**src/rtl/crg_job_arbiter.sv**
```systemverilog
// crg_job_arbiter: shares one CRG triple generator between N_REQ requesters.
// Round-robin accepts job descriptors and programs the CRG counter range.
// It pulses run, counts dvld beats and reports done or error per job.
module crg_job_arbiter #(
  parameter int N_REQ   = 4,
  parameter int ID_W    = 2,
  parameter int TIMEOUT = 1024
) (
  input  logic                  clk_i,
  input  logic                  rst_i,
  input  logic [N_REQ-1:0]      req_valid_i,
  output logic [N_REQ-1:0]      req_ready_o,
  input  logic [3*N_REQ-1:0]    req_width_i,
  input  logic [3*N_REQ-1:0]    req_mode_i,
  input  logic [32*N_REQ-1:0]   req_cnt_start_i,
  input  logic [32*N_REQ-1:0]   req_n_i,
  output logic [2:0]            crg_width_o,
  output logic [2:0]            crg_mode_o,
  output logic [31:0]           crg_cnt_start_o,
  output logic [31:0]           crg_cnt_end_o,
  output logic                  crg_run_o,
  input  logic                  crg_dvld_i,
  output logic                  out_vld_o,
  output logic [ID_W-1:0]       owner_o,
  output logic                  busy_o,
  output logic                  done_o,
  output logic                  err_o,
  output logic [ID_W-1:0]       done_id_o
);

  localparam int              WD_W    = $clog2(TIMEOUT + 1);
  localparam logic [WD_W-1:0] WD_INIT = WD_W'(TIMEOUT);

  typedef enum logic [2:0] {
    S_IDLE,
    S_ARM,
    S_RUN,
    S_WAIT,
    S_DONE
  } state_t;

  state_t state_q, state_d;

  // Round-robin pointer, job owner and job progress
  logic [ID_W-1:0] rr_q;
  logic [ID_W-1:0] owner_q;
  logic            err_q;
  logic [31:0]     beat_q;
  logic [WD_W-1:0] wd_q;

  // Descriptor captured at accept time
  logic [2:0]  lat_width;
  logic [2:0]  lat_mode;
  logic [31:0] lat_start;
  logic [31:0] lat_n;

  // CRG configuration registers
  logic [2:0]  cfg_width_q;
  logic [2:0]  cfg_mode_q;
  logic [31:0] cfg_start_q;
  logic [31:0] cfg_end_q;

  // Arbitration results
  logic            found;
  logic [ID_W-1:0] grant;
  logic [ID_W-1:0] next_rr;
  logic [2:0]      sel_width;
  logic [2:0]      sel_mode;
  logic [31:0]     sel_start;
  logic [31:0]     sel_n;

  // Range check results
  logic [32:0] end_ext;
  logic        arm_bad;

  // Last counter value of a job, carried in 33 bits so a wrap past
  // 32'hFFFF_FFFF shows up in bit 32.
  function automatic logic [32:0] range_end(input logic [31:0] start,
                                            input logic [31:0] n);
    return {1'b0, start} + {1'b0, n} - 33'd1;
  endfunction

  // An empty job or one whose range wraps cannot be handed to the CRG.
  function automatic logic range_bad(input logic [31:0] n,
                                     input logic [32:0] last);
    return (n == 32'd0) || last[32];
  endfunction

  assign end_ext = range_end(lat_start, lat_n);
  assign arm_bad = range_bad(lat_n, end_ext);

  // Cyclic search: first pass covers rr_q..N_REQ-1, second pass wraps to 0
  always_comb begin
    found = 1'b0;
    grant = '0;
    for (int j = 0; j < N_REQ; j++) begin
      if (!found && req_valid_i[j] && (ID_W'(j) >= rr_q)) begin
        found = 1'b1;
        grant = ID_W'(j);
      end
    end
    for (int j = 0; j < N_REQ; j++) begin
      if (!found && req_valid_i[j]) begin
        found = 1'b1;
        grant = ID_W'(j);
      end
    end
  end

  assign next_rr = (grant == ID_W'(N_REQ - 1)) ? '0 : grant + 1'b1;

  // Select the granted requester's descriptor slice
  always_comb begin
    sel_width = '0;
    sel_mode  = '0;
    sel_start = '0;
    sel_n     = '0;
    for (int j = 0; j < N_REQ; j++) begin
      if (grant == ID_W'(j)) begin
        sel_width = req_width_i[3*j +: 3];
        sel_mode  = req_mode_i[3*j +: 3];
        sel_start = req_cnt_start_i[32*j +: 32];
        sel_n     = req_n_i[32*j +: 32];
      end
    end
  end

  // FSM state register
  always_ff @(posedge clk_i or posedge rst_i) begin
    if (rst_i) begin
      state_q <= S_IDLE;
    end else begin
      state_q <= state_d;
    end
  end

  // FSM next state and per-state strobes
  always_comb begin
    state_d     = state_q;
    req_ready_o = '0;
    crg_run_o   = 1'b0;
    out_vld_o   = 1'b0;
    busy_o      = 1'b1;
    done_o      = 1'b0;
    err_o       = 1'b0;
    done_id_o   = '0;
    case (state_q)
      S_IDLE: begin
        busy_o = 1'b0;
        if (found) begin
          req_ready_o = N_REQ'(1) << grant;
          state_d     = S_ARM;
        end
      end
      S_ARM: begin
        state_d = arm_bad ? S_DONE : S_RUN;
      end
      S_RUN: begin
        crg_run_o = 1'b1;
        state_d   = S_WAIT;
      end
      S_WAIT: begin
        out_vld_o = crg_dvld_i;
        if (crg_dvld_i) begin
          if (beat_q == 32'd1) begin
            state_d = S_DONE;
          end
        end else if (wd_q == WD_W'(1)) begin
          state_d = S_DONE;
        end
      end
      S_DONE: begin
        done_o    = 1'b1;
        err_o     = err_q;
        done_id_o = owner_q;
        state_d   = S_IDLE;
      end
      default: begin
        state_d = S_IDLE;
      end
    endcase
  end

  // Job control: pointer, owner, error flag, beat counter and watchdog
  always_ff @(posedge clk_i or posedge rst_i) begin
    if (rst_i) begin
      rr_q    <= '0;
      owner_q <= '0;
      err_q   <= 1'b0;
      beat_q  <= '0;
      wd_q    <= '0;
    end else begin
      case (state_q)
        S_IDLE: begin
          if (found) begin
            owner_q <= grant;
            rr_q    <= next_rr;
          end
        end
        S_ARM: begin
          if (arm_bad) begin
            err_q <= 1'b1;
          end
        end
        S_RUN: begin
          beat_q <= lat_n;
          wd_q   <= WD_INIT;
        end
        S_WAIT: begin
          if (crg_dvld_i) begin
            beat_q <= beat_q - 32'd1;
            wd_q   <= WD_INIT;
          end else begin
            wd_q <= wd_q - WD_W'(1);
            if (wd_q == WD_W'(1)) begin
              err_q <= 1'b1;
            end
          end
        end
        S_DONE: begin
          err_q <= 1'b0;
        end
        default: begin
        end
      endcase
    end
  end

  // Descriptor capture on accept; pure data, no reset needed
  always_ff @(posedge clk_i) begin
    if (state_q == S_IDLE && found) begin
      lat_width <= sel_width;
      lat_mode  <= sel_mode;
      lat_start <= sel_start;
      lat_n     <= sel_n;
    end
  end

  // CRG configuration: loaded only for a runnable job, held until next ARM
  always_ff @(posedge clk_i or posedge rst_i) begin
    if (rst_i) begin
      cfg_width_q <= '0;
      cfg_mode_q  <= '0;
      cfg_start_q <= '0;
      cfg_end_q   <= '0;
    end else if (state_q == S_ARM && !arm_bad) begin
      cfg_width_q <= lat_width;
      cfg_mode_q  <= lat_mode;
      cfg_start_q <= lat_start;
      cfg_end_q   <= end_ext[31:0];
    end
  end

  assign crg_width_o     = cfg_width_q;
  assign crg_mode_o      = cfg_mode_q;
  assign crg_cnt_start_o = cfg_start_q;
  assign crg_cnt_end_o   = cfg_end_q;
  assign owner_o         = owner_q;

endmodule

```
**config.mk**
```make
export PLATFORM = sky130hd
export DESIGN_NAME = crg_job_arbiter
export DESIGN_NICKNAME = d
export VERILOG_FILES = /design/src/rtl/crg_job_arbiter.sv
export SDC_FILE = /design/constraint.sdc
export NUM_CORES = 1
export LEC_CHECK = 0
export BUFFER_PORTS_ARGS = -buffer_cell sky130_fd_sc_hd__clkbuf_2
export CORE_MARGIN = 2
export CORE_UTILIZATION = 43
export CTS_CLUSTER_SIZE = 14
export DETAILED_ROUTE_END_ITERATION = 12
export GPL_ROUTABILITY_DRIVEN = 0
export GPL_TIMING_DRIVEN = 1
export PLACE_DENSITY = 0.77
export SYNTH_ARGS = -nofsm -noshare
export SYNTH_HDL_FRONTEND = slang
export SYNTH_SLANG_ARGS = --single-unit
```
**constraint.sdc**
```tcl
create_clock -name clk_i -period 6.6 [get_ports clk_i]
set_input_delay 1.32 -clock clk_i [delete_from_list [all_inputs] [get_ports clk_i]]
set_output_delay 1.32 -clock clk_i [all_outputs]
set_load 0.1 [all_outputs]
```
## After elaboration in Yosys (flattened, before gate mapping)

Index checks and enable logic that the tools add are counted.

- Register bits after elaboration: 191
- Input port bits: 287
- Output and inout port bits: 83

- Add/sub/neg operators: 5
- Magnitude comparators: 4
- Equality and inequality tests: 16
- Shift operators: 1
- Mux-type cells: 54
- Reductions and logical operators: 31

Operators by type and width:

| kind | count |
|---|---|
| $mux W32 | 9 |
| $pmux W32 S2 | 1 |
| $mux W3 | 13 |
| $add A32 B32 Y33 | 1 |
| $sub A33 B1 Y33 const B | 1 |
| $eq A32 B1 Y1 const B | 1 |
| $logic_not A32 Y1 | 1 |
| $sub A32 B1 Y32 const B | 1 |
| $pmux W11 S2 | 1 |
| $mux W1 | 17 |
| $mux W2 | 8 |
| $logic_and A1 B1 Y1 | 13 |
| $pmux W3 S4 | 1 |
| $eq A11 B1 Y1 const B | 1 |
| $mux W11 | 1 |
| $sub A11 B1 Y11 const B | 1 |
| $ne A2 B2 Y1 const B | 5 |
| $logic_not A1 Y1 | 8 |
| $mux W4 | 2 |
| $eq A3 B2 Y1 const B | 2 |
| $ne A3 B3 Y1 const B | 2 |
| $eq A2 B2 Y1 const B | 2 |
| $ge A1 B2 Y1 const A | 2 |
| $ge A2 B2 Y1 const A | 2 |
| 14 further kinds | 15 |

## Longest topological paths before layout

- Word-level depth: 32
- Gate-level depth with buffers: 15

## Worst setup path after synthesis

Ideal clock, no wire load.

- Kind: register to output
- From: register state_q[1]
- To: output req_ready_o[0]
- Arrival time: 5.730 ns
- Data required time: 5.280 ns
- Path slack: -0.450 ns
- Cell stages (with the launch flop): 6
- Path buffers: 1
- Cells stage by stage: dfrtp_1 clkbuf_1 nor2_1 nand2_1 nor2_1 and2_1

- Word-level cells in the longest chain between the ends: 2

RTL lines:

| item | line | RTL |
|---|---|---|
| start, declared | 42 | `state_t state_q, state_d;` |
| start signal, assigned | 133 | `state_q <= state_d;` |
| $logic_not A3 Y1 | 147 | `case (state_q)` |
| $mux W4 | 147 |  |
| end, declared | 12 | `output logic [N_REQ-1:0] req_ready_o,` |

Every way passes these cells.

## Worst setup path after layout

- From: input req_valid_i[3]
- To: output req_ready_o[1]

- Word-level cells in the longest chain between the ends: 18

RTL lines:

| item | line | RTL |
|---|---|---|
| start, declared | 11 | `input logic [N_REQ-1:0] req_valid_i,` |
| $logic_and A1 B1 Y1 (2 in a row) | 97 | `if (!found && req_valid_i[j] && (ID_W'(j) >= rr_q)) begin` |
| $mux W1 | 97 |  |
| $logic_not A1 Y1 | 103 | `if (!found && req_valid_i[j]) begin` |
| $logic_and A1 B1 Y1 | 103 |  |
| $mux W1 | 103 |  |
| $logic_not A1 Y1 | 103 |  |
| $logic_and A1 B1 Y1 | 103 |  |
| $mux W1 | 103 |  |
| $logic_not A1 Y1 | 103 |  |
| $logic_and A1 B1 Y1 | 103 |  |
| $mux W1 | 103 |  |
| $logic_not A1 Y1 | 103 |  |
| $logic_and A1 B1 Y1 | 103 |  |
| $mux W2 | 103 |  |
| $shl A1 B2 Y4 | 151 | `req_ready_o = N_REQ'(1) << grant;` |
| $mux W4 * | 150 | `if (found) begin` |
| $mux W4 * | 147 |  |

Mark *: on every way between the ends. The rest lies on a longest branch, timed or not.

==> impl_metrics.env <==
export IMPL_grt_pass1_wl_mm=64.4
export IMPL_ctsHtreeMaxLevel=4
export IMPL_clk_insertion_delay_late_ps=440
export IMPL_worst_pin_slew_ps=1080
export IMPL_final_area_sq_um=15000
export IMPL_startpoint="req_valid_i[3]"
export IMPL_placed_cell_area_sq_um=14400
export IMPL_finalCritPeriodShare_pct=69.6
export IMPL_hold_violations=0
export IMPL_r2r_slack_ps=2030
export IMPL_period_needed_ps=4590
export IMPL_setup_viol=0
export IMPL_slew_headroom_pct=28.1
export IMPL_syn_nets=1755
export IMPL_pin_count=370
export IMPL_rr_startpoint="lat_n[2]"
export IMPL_worst_endpoint_arrival_ps=3270
export IMPL_cts_made_buffers=17
export IMPL_grt_usage_pct=27.5
export IMPL_endpoint_kind="output port"
export IMPL_slew_violations=0
export IMPL_grt_pass1_vias=11526
export IMPL_reg2reg_depth=14
export IMPL_dp_hpwl_mm=33.1
export IMPL_cap_violations=0
export IMPL_via_count=11805
export IMPL_cts_hold_buf=0
export IMPL_drtIter0Drc=1019
export IMPL_syn_area_sq_um=12300
export IMPL_cp_endpoint="req_ready_o[1]"
export IMPL_clockRootBuffer="clkbuf_16"
export IMPL_cts_resized=0
export IMPL_die_area_sq_um=30100
export IMPL_final_common_cell="clkbuf_2"
export IMPL_wire_per_inst_microns=19.8
export IMPL_async_flop_share_pct=63.4
export IMPL_hold_path_class="flip-flop to flip-flop"
export IMPL_io_buffers=369
export IMPL_avgSynthCellArea_sq_um=8.83
export IMPL_drive_above_1_share_pct=27.9
export IMPL_tns_ps=0
export IMPL_die_height_microns=173
export IMPL_required_ps=5280
export IMPL_rows=61
export IMPL_grt_max_degree=101
export IMPL_start_util_pct=44.0
export IMPL_drtPass1Iterations=6
export IMPL_yosysSeqAreaShare_pct=41.6
export IMPL_coreArea_sq_um=28000
export IMPL_r2r_end="crg_cnt_start_o[25]"
export IMPL_path_clk_slew_ps=80
export IMPL_synth_edf_count=70
export IMPL_finalClockSkew_ps=14.4
export IMPL_cts_tree="built"
export IMPL_fin_nets=2078
export IMPL_wl_mm=41.7
export IMPL_syn_inst=1396
export IMPL_path_max_fanout=28
export IMPL_area_growth_pct=22.0
export IMPL_antenna_found_initial=2
export IMPL_status="finished clean"
export IMPL_dieWidth_microns=173
export IMPL_path_class="input pin to output port"
export IMPL_layout_common_cells="clkbuf_2 (369), a21oi_1 (153), inv_1 (153), nand2_1 (127), o21ai_0 (123)"
export IMPL_cts_sinks=191
export IMPL_antenna_left=0
export IMPL_postCtsSetupBuffers=0
export IMPL_via_per_inst=5.59
export IMPL_grt_setup_unrepaired="no"
export IMPL_drcViolationCount=0
export IMPL_synth_ff_type="dfrtp_1"
export IMPL_max_freq_ghz=0.218
export IMPL_ys_ff_latch=191
export IMPL_synthDistinctLibCells=65
export IMPL_start_kind="input pin"
export IMPL_clock_path_buffers=2
export IMPL_yosys_warnings=0
export IMPL_overflow=0
cell families after synthesis:
group	synth area share [%]
XOR/XNOR	1.92
AO/OA/AOI/OAI	21.3
flip-flops	41.6
AND/OR/NAND/NOR	13.1
buffers and inverters	7.47
multiplexers	7.23
adder cells (fa/ha/maj)	7.37
synth_stat cells (6+ instances only):
| cell type | n | area share [%] |
|---|---|---|
| a21o_1 | 8 | 0.49 |
| a21oi_1 | 153 | 6.2 |
| a22oi_1 | 71 | 4.3 |
| a31oi_1 | 6 | 0.30 |
| and2_1 | 7 | 0.36 |
| and3_1 | 10 | 0.51 |
| buf_1 | 6 | 0.18 |
| buf_6 | 7 | 0.64 |
| clkbuf_1 | 62 | 1.9 |
| dfrtp_1 | 121 | 25 |
| edfxtp_1 | 70 | 17 |
| ha_1 | 71 | 7.2 |
| inv_1 | 154 | 4.7 |
| mux2_1 | 15 | 1.4 |
| mux2_2 | 34 | 3.1 |
| mux2_4 | 20 | 2.4 |
| nand2_1 | 127 | 3.9 |
| nand3_1 | 24 | 0.97 |
| nand4_1 | 10 | 0.51 |
| nor2_1 | 121 | 3.7 |
| nor2b_1 | 6 | 0.30 |
| nor3_1 | 20 | 0.81 |
| nor4_1 | 18 | 0.91 |
| o21a_1 | 7 | 0.43 |
| o21ai_0 | 123 | 5.0 |
| o21bai_1 | 6 | 0.37 |
| o22ai_1 | 18 | 0.91 |
| xnor2_1 | 18 | 1.3 |
| xor2_1 | 9 | 0.64 |
sequential cells by signal (all words and copies together), names as in the netlist, 11 cells and up:
register / count
crg_cnt_end_o: 32
crg_cnt_start_o: 32
lat_n: 32
lat_start: 32
beat_q: 32
wd_q: 11
layer usage:
layer	global-route usage, %	routed length (microns)
met1	34.4	16900
met4	11.4	1710
met5	0	13
met2	46.5	20300
met3	5.20	2780
per-stage QoR:
step           hold slack (ps)  util, %  cells  worst slack (ps)
3_3_place_gp               444     51.6   2078              2030
2_1_floorplan              439        -   1396               845
6_report                   480     53.7   2112              2010
5_1_grt                    499     53.7   2111              1840
4_1_cts                    482     53.7   2110              2000
3_5_place_dp               464     51.6   2078              2000
area by class of cell:
class	instances	area, sq um
well taps	378	473
repair buffers	380	1930
diodes	2	5.00
fillers	2591	13000
clock buffers	18	450
inverters	155	584
multi-input cells	974	6330
flip-flops and latches	191	5130
clock inverters	14	143
worst min-delay path by stage:
stage / start / to / slack [ps] / depth (start not counted)
after floorplan: lat_mode[2] / crg_mode_o[2] / 440 / 1
after global placement: lat_mode[2] / crg_mode_o[2] / 440 / 1
after detailed placement: lat_mode[0] / crg_mode_o[0] / 460 / 1
after CTS: lat_mode[0] / crg_mode_o[0] / 480 / 1
after global routing: lat_mode[0] / crg_mode_o[0] / 500 / 1
final: lat_mode[0] / crg_mode_o[0] / 480 / 1
critical path: stages:
cell and delay (ps):
clkbuf_2 110, nor4_1 850, nor2_4 60, buf_4 280
and2_1 250, clkbuf_2 370
Power is left out: the tool's default activity adds up to more than one toggle a clock period on the data nets, which glitch-free logic cannot reach.
